[src/rtl/servo_pkg.sv]
// Shared types and defaults for the servo setpoint path and the per-axis
// PWM comparators that consume cntr_val / x_val.
//   slew_toward   : one period's worth of movement of x toward a target
//   clamp_sample  : raw 10-bit sample -> pulse-width setpoint
package servo_pkg;
  localparam int CLK_DIV    = 100;   // clk per counter tick (1 us at 100 MHz)
  localparam int PERIOD_CNT = 3000;  // counter modulus (3 ms)
  localparam int MIN_PULSE  = 1000;
  localparam int MAX_IN     = 1000;
  localparam int CENTER     = 1500;
  localparam int SLEW_STEP  = 50;

  localparam int CNTR_W   = 12;
  localparam int SETPT_W  = 11;
  localparam int SAMPLE_W = 10;

  typedef logic [CNTR_W-1:0]   cntr_t;
  typedef logic [SETPT_W-1:0]  setpt_t;
  typedef logic [SAMPLE_W-1:0] sample_t;

  // Saturate at MAX_IN before the offset so the sum always fits in 11 bits.
  function automatic setpt_t clamp_sample(sample_t d);
    if (d > SAMPLE_W'(MAX_IN)) return setpt_t'(MIN_PULSE + MAX_IN);
    return setpt_t'({1'b0, d}) + setpt_t'(MIN_PULSE);
  endfunction

  // Difference taken one bit wider and signed so both directions share a compare.
  function automatic setpt_t slew_toward(setpt_t tgt, setpt_t cur);
    logic signed [CNTR_W-1:0] diff;
    diff = $signed({1'b0, tgt}) - $signed({1'b0, cur});
    if (diff > $signed(CNTR_W'(SLEW_STEP)))  return cur + setpt_t'(SLEW_STEP);
    if (diff < -$signed(CNTR_W'(SLEW_STEP))) return cur - setpt_t'(SLEW_STEP);
    return tgt;
  endfunction
endpackage

[src/rtl/servo_setpoint_if.sv]
// Sample intake handshake plus the timebase/setpoint outputs.
//   master : sample source / observer (drives valid+data)
//   slave  : servo_setpoint_timebase
interface servo_setpoint_if;
  import servo_pkg::*;
  logic    sample_valid;
  sample_t sample_data;
  logic    sample_ready;
  cntr_t   cntr_val;
  setpt_t  x_val;
  logic    period_start;

  modport master (output sample_valid, sample_data,
                  input  sample_ready, cntr_val, x_val, period_start);
  modport slave  (input  sample_valid, sample_data,
                  output sample_ready, cntr_val, x_val, period_start);
endinterface

[src/rtl/servo_timebase.sv]
// Shared PWM timebase: prescaler -> period counter 0..PERIOD_CNT-1.
//   clk, rst       : clock, async active-high reset
//   cntr_o         : period counter
//   period_start_o : one clk high right after the counter wraps to 0
module servo_timebase #(
  parameter int CLK_DIV    = servo_pkg::CLK_DIV,
  parameter int PERIOD_CNT = servo_pkg::PERIOD_CNT
) (
  input  logic             clk,
  input  logic             rst,
  output servo_pkg::cntr_t cntr_o,
  output logic             period_start_o
);
  import servo_pkg::*;

  localparam int PW = (CLK_DIV > 1) ? $clog2(CLK_DIV) : 1;

  logic [PW-1:0] presc_q, presc_d;
  cntr_t         cntr_q, cntr_d;
  logic          pstart_q, pstart_d;
  logic          tick;

  assign tick = (presc_q == PW'(CLK_DIV - 1));

  always_comb begin
    presc_d  = presc_q + PW'(1);
    cntr_d   = cntr_q;
    pstart_d = 1'b0;
    if (tick) begin
      presc_d = '0;
      if (cntr_q == cntr_t'(PERIOD_CNT - 1)) begin
        cntr_d   = '0;
        pstart_d = 1'b1;   // lands together with cntr==0
      end else begin
        cntr_d = cntr_q + cntr_t'(1);
      end
    end
  end

  always_ff @(posedge clk or posedge rst) begin
    if (rst) begin
      presc_q  <= '0;
      cntr_q   <= '0;
      pstart_q <= 1'b0;
    end else begin
      presc_q  <= presc_d;
      cntr_q   <= cntr_d;
      pstart_q <= pstart_d;
    end
  end

  assign cntr_o         = cntr_q;
  assign period_start_o = pstart_q;
endmodule

[src/rtl/servo_setpoint_timebase.sv]
// Timebase + slew-limited pulse-width setpoint for one servo axis.
//   clk, rst : clock, async active-high reset
//   bus      : sample valid/ready intake, cntr_val, x_val, period_start
// A sample is parked in a one-deep pending slot, promoted to target on a
// period boundary, and x_val walks toward the previous target by at most
// SLEW_STEP per period, only while cntr_val==0 so the comparator never glitches.
module servo_setpoint_timebase #(
  parameter int CLK_DIV    = servo_pkg::CLK_DIV,
  parameter int PERIOD_CNT = servo_pkg::PERIOD_CNT
) (
  input  logic              clk,
  input  logic              rst,
  servo_setpoint_if.slave   bus
);
  import servo_pkg::*;

  cntr_t  cntr;
  logic   pstart;
  setpt_t pending_q, pending_d;
  logic   full_q, full_d;
  setpt_t target_q, target_d;
  setpt_t x_q, x_d;
  logic   accept;

  servo_timebase #(.CLK_DIV(CLK_DIV), .PERIOD_CNT(PERIOD_CNT)) u_tb (
    .clk            (clk),
    .rst            (rst),
    .cntr_o         (cntr),
    .period_start_o (pstart)
  );

  assign accept = bus.sample_valid && !full_q;

  always_comb begin
    pending_d = pending_q;
    full_d    = full_q;
    target_d  = target_q;
    x_d       = x_q;
    // accept needs full_q==0 and promotion needs full_q==1: never both.
    if (accept) begin
      pending_d = clamp_sample(bus.sample_data);
      full_d    = 1'b1;
    end
    if (pstart) begin
      x_d = slew_toward(target_q, x_q);   // steps toward the old target
      if (full_q) begin
        target_d = pending_q;
        full_d   = 1'b0;
      end
    end
  end

  always_ff @(posedge clk or posedge rst) begin
    if (rst) begin
      pending_q <= setpt_t'(CENTER);
      full_q    <= 1'b0;
      target_q  <= setpt_t'(CENTER);
      x_q       <= setpt_t'(CENTER);
    end else begin
      pending_q <= pending_d;
      full_q    <= full_d;
      target_q  <= target_d;
      x_q       <= x_d;
    end
  end

  assign bus.sample_ready = !full_q;
  assign bus.cntr_val     = cntr;
  assign bus.x_val        = x_q;
  assign bus.period_start = pstart;
endmodule

[src/flat_wrapper.sv]
// flat-port wrapper written by rule: the top's interface ports become plain ports
module servo_setpoint_timebase_flat import servo_pkg::*;
#(
  parameter int CLK_DIV    = servo_pkg::CLK_DIV,
  parameter int PERIOD_CNT = servo_pkg::PERIOD_CNT
)
  (clk, rst, bus_sample_valid, bus_sample_data, bus_sample_ready, bus_cntr_val, bus_x_val, bus_period_start);
  servo_setpoint_if bus_i ();
  input  logic clk;
  input  logic rst;
  input wire logic [$bits(bus_i.sample_valid)-1:0] bus_sample_valid;
  input wire logic [$bits(bus_i.sample_data)-1:0] bus_sample_data;
  output wire logic [$bits(bus_i.sample_ready)-1:0] bus_sample_ready;
  output wire logic [$bits(bus_i.cntr_val)-1:0] bus_cntr_val;
  output wire logic [$bits(bus_i.x_val)-1:0] bus_x_val;
  output wire logic [$bits(bus_i.period_start)-1:0] bus_period_start;
  assign bus_i.sample_valid = bus_sample_valid;
  assign bus_i.sample_data = bus_sample_data;
  assign bus_sample_ready = bus_i.sample_ready;
  assign bus_cntr_val = bus_i.cntr_val;
  assign bus_x_val = bus_i.x_val;
  assign bus_period_start = bus_i.period_start;
  servo_setpoint_timebase #(.CLK_DIV(CLK_DIV), .PERIOD_CNT(PERIOD_CNT)) u_core (.clk(clk), .rst(rst), .bus(bus_i));
endmodule
[config.mk]
export PLATFORM = sky130hd
export DESIGN_NAME = servo_setpoint_timebase_flat
export DESIGN_NICKNAME = d
export VERILOG_FILES = /design/src/rtl/servo_pkg.sv /design/src/rtl/servo_setpoint_if.sv /design/src/rtl/servo_timebase.sv /design/src/rtl/servo_setpoint_timebase.sv /design/src/flat_wrapper.sv
export SDC_FILE = /design/constraint.sdc
export NUM_CORES = 1
export LEC_CHECK = 0
export ABC_CLOCK_PERIOD_IN_PS = 4800
export CAP_MARGIN = 5
export CORE_MARGIN = 5
export CORE_UTILIZATION = 57
export CTS_CLUSTER_DIAMETER = 120
export CTS_CLUSTER_SIZE = 16
export DETAILED_ROUTE_END_ITERATION = 12
export GPL_TIMING_DRIVEN = 0
export PLACE_DENSITY = 0.81
export SETUP_SLACK_MARGIN = 0.05
export SLEW_MARGIN = 20
export SYNTH_ARGS = -nofsm -noshare
export SYNTH_HDL_FRONTEND = slang
export SYNTH_SLANG_ARGS = --single-unit
[constraint.sdc]
create_clock -name clk -period 4.8 [get_ports clk]
set_input_delay 0.72 -clock clk [delete_from_list [all_inputs] [get_ports clk]]
set_output_delay 0.72 -clock clk [all_outputs]
set_load 0.03 [all_outputs]
==> run metrics <==
status finished, final reports clean; grt ovf 0; clk_skew 12.3 ps; max-slew violations 0; Setup CP Type register to register; register area 0.00138 mm2; actual slew at the worst max-slew pin between 800 and 900 ps; Post-CTS Hold Fix Bufs 0; cell total after placement 474; WL per Instance 16.1 um; Antenna Violating Nets Remaining 0; cell area after synthesis about 0.0034 mm2; final core utilization 0.689; via/cell ratio 6.06; # DRC 0; worst path arrival time between 4000 and 5000 ps; Die Y 87.8 um; Worst slew margin 0.420; boundary pin count 38; initial antenna violation count 0; Placer Congestion 0.928; max_cap viols 0; peak supply drop 0.171 mV; DR vias 2923; fmax 0.251 GHz; unrepaired setup endpoints after global routing false; area leader, netlist dfrtp_1; Die ar. 0.00771 mm2; fin cells 482; commonest non-fill, non-tap cell in the layout clkdlybuf4s50_1; Global Route Usage Sum 0.220; Post-Synthesis Cells roughly 360; worst skew pair latency 310 ps; Final nets 436; CTS Buffer Depth 2; Antenna diodes 0; core area approximately 0.0059 mm2; Fill cells 460; commonest non-fill, non-tap cells in the layout clkdlybuf4s50_1 (37), dfrtp_1 (33), nor2_1 (32); Async SR Flop Fraction 1.00; number of enable flip-flop cells after synthesis 0; sequential share of the synthesized area 0.399; Multi-input gate area 0.00193 mm2; Post-DP HPWL 5940 um; pwr dens 198 mW/mm2; Setup TNS 0 ps; final worst-path cycle share 0.829; Placement Cell Area ~0.0039 mm2; Synthesized Nets 391; post-synth top area share 0.239; post_cts resized 0; Synth Register Bits 54; post-CTS repair timing setup buffer count 0; Initial DRC Count 244; leakage dissipation 1.63 nW; clock buffer count from CTS 5; largest cells by area after synthesis dfrtp_1 (24%), dfstp_2 (16%), ha_1 (5.8%), xnor2_1 (3.8%), mux2_2 (3.6%); Final Hold Viols 0; Clock Sinks 54; CTS tree built; vias in the first global route 2853; minimum clock period 3980 ps; Final Cell Area between 0.004 and 0.005 mm2; CP Capture Type register; # setup viols final 0; YS warnings 0; final wirelength 7750 um; Critical Path Fanout Max 9; Avg Synthesized Cell Area 9.55 um2; Worst Hold Class register to register; area delta synth->final 17.6%; Row Count 28; nature of the critical path startpoint register; worst path required time ~5000 ps; largest net degree at the start of global routing 36; layout cell share with drive strength beyond 1 0.145; Main synth FF type dfrtp_1; Port Buf Inserts 37; Distinct cells, synth 65; die width 87.8 um; 1st-pass router iterations 5; Design Power 0.000802 W; Reg clk slew, reported paths 90 ps; first-pass GRT wire length 13500 um; Starting Density 0.586; H-tree levels 2; CTS Root Cell clkbuf_8
## sequential cells by signal (all words and copies together) (netlist names)
| signal | count |
|---|---|
| u_core.bus.x_val | 11 |
| u_core.full_q | 1 |
| u_core.pending_q | 11 |
| u_core.target_q | 11 |
| u_core.u_tb.cntr_o | 12 |
| u_core.u_tb.period_start_o | 1 |
| u_core.u_tb.presc_q | 7 |
## synthesized netlist by cell type (3+ instances only)
| library cell | count |
|---|---|
| a211oi_1 | 3 |
| a21o_1 | 5 |
| a21oi_1 | 24 |
| a22o_1 | 5 |
| a31oi_1 | 5 |
| clkbuf_1 | 10 |
| dfrtp_1 | 33 |
| dfstp_2 | 21 |
| ha_1 | 16 |
| inv_1 | 22 |
| mux2_2 | 11 |
| mux2i_1 | 5 |
| nand2_1 | 24 |
| nand2b_1 | 4 |
| nand3_1 | 17 |
| nand4_1 | 6 |
| nor2_1 | 32 |
| nor2b_1 | 4 |
| nor3_1 | 9 |
| o2111ai_1 | 3 |
| o21ai_0 | 9 |
| o221ai_1 | 5 |
| o22ai_1 | 3 |
| or3_1 | 7 |
| xnor2_1 | 15 |
| xor2_1 | 12 |
## power by group
group	leakage (nW)	internal, W	switching [W]
clock network	0.0585	0.000170	0.000138
logic	0.910	0.0000155	0.0000170
registers	0.657	0.000460	0.00000151
## per-layer routing
layer  vias up  wire length (um)  GRT usage
met5         -                 0          0
met4         0               141     0.0642
met2        93              3790      0.357
met1      1404              3460      0.307
li1       1408                 -          -
met3        18               358     0.0339
## logic make-up after synthesis
| kind of cell | synth area share |
|---|---|
| xor+xnor | 0.0733 |
| buf+inv | 0.0417 |
| mux | 0.0581 |
| fa+ha+maj | 0.0639 |
| compound gates | 0.188 |
| flops | 0.399 |
| simple gates | 0.176 |
## through the flow
step                      setup WS (ps)  hold WS, ps
final                               823          471
after global routing                593          514
after CTS                           854          473
after detailed placement            871          458
after global placement              946          444
after floorplan                    1120          433
## critical path, cell delays in order (launching register included)
cell and delay (ps):
dfstp_2 540, clkbuf_1 310, inv_1 140, ha_1 320, buf_6 130, a21o_1 210
a221oi_2 460, xnor2_1 190, nand4_1 160, a2111oi_4 470, nand2_2 130, mux2_4 350
nor2_4 120, mux2_1 320
## cell type report
type / instances / share of cell area
flip-flops and latches: 54 / 0.340
repair buffers: 38 / 0.0963
clock inverters: 1 / 0.00741
clock buffers: 7 / 0.0213
multi-input cells: 272 / 0.477
well taps: 75 / 0.0231
plain buffers: 13 / 0.0151
inverters: 22 / 0.0204
## worst paths after layout
path                                        startpoint  slack, ps                      to  depth (start not counted)
worst max-delay path               u_core.bus.x_val[4]        820     u_core.bus.x_val[0]                         13
worst min-delay path            u_core.u_tb.presc_q[0]        470  u_core.u_tb.presc_q[0]                          1
worst max register to register     u_core.bus.x_val[4]        820     u_core.bus.x_val[0]                         13
worst min register to register  u_core.u_tb.presc_q[0]        470  u_core.u_tb.presc_q[0]                          1
max in group asynchronous                          rst       3470     u_core.pending_q[2]                          3
min in group asynchronous                          rst        720   u_core.u_tb.cntr_o[5]                          2
(Power assumes the default switching activity.)
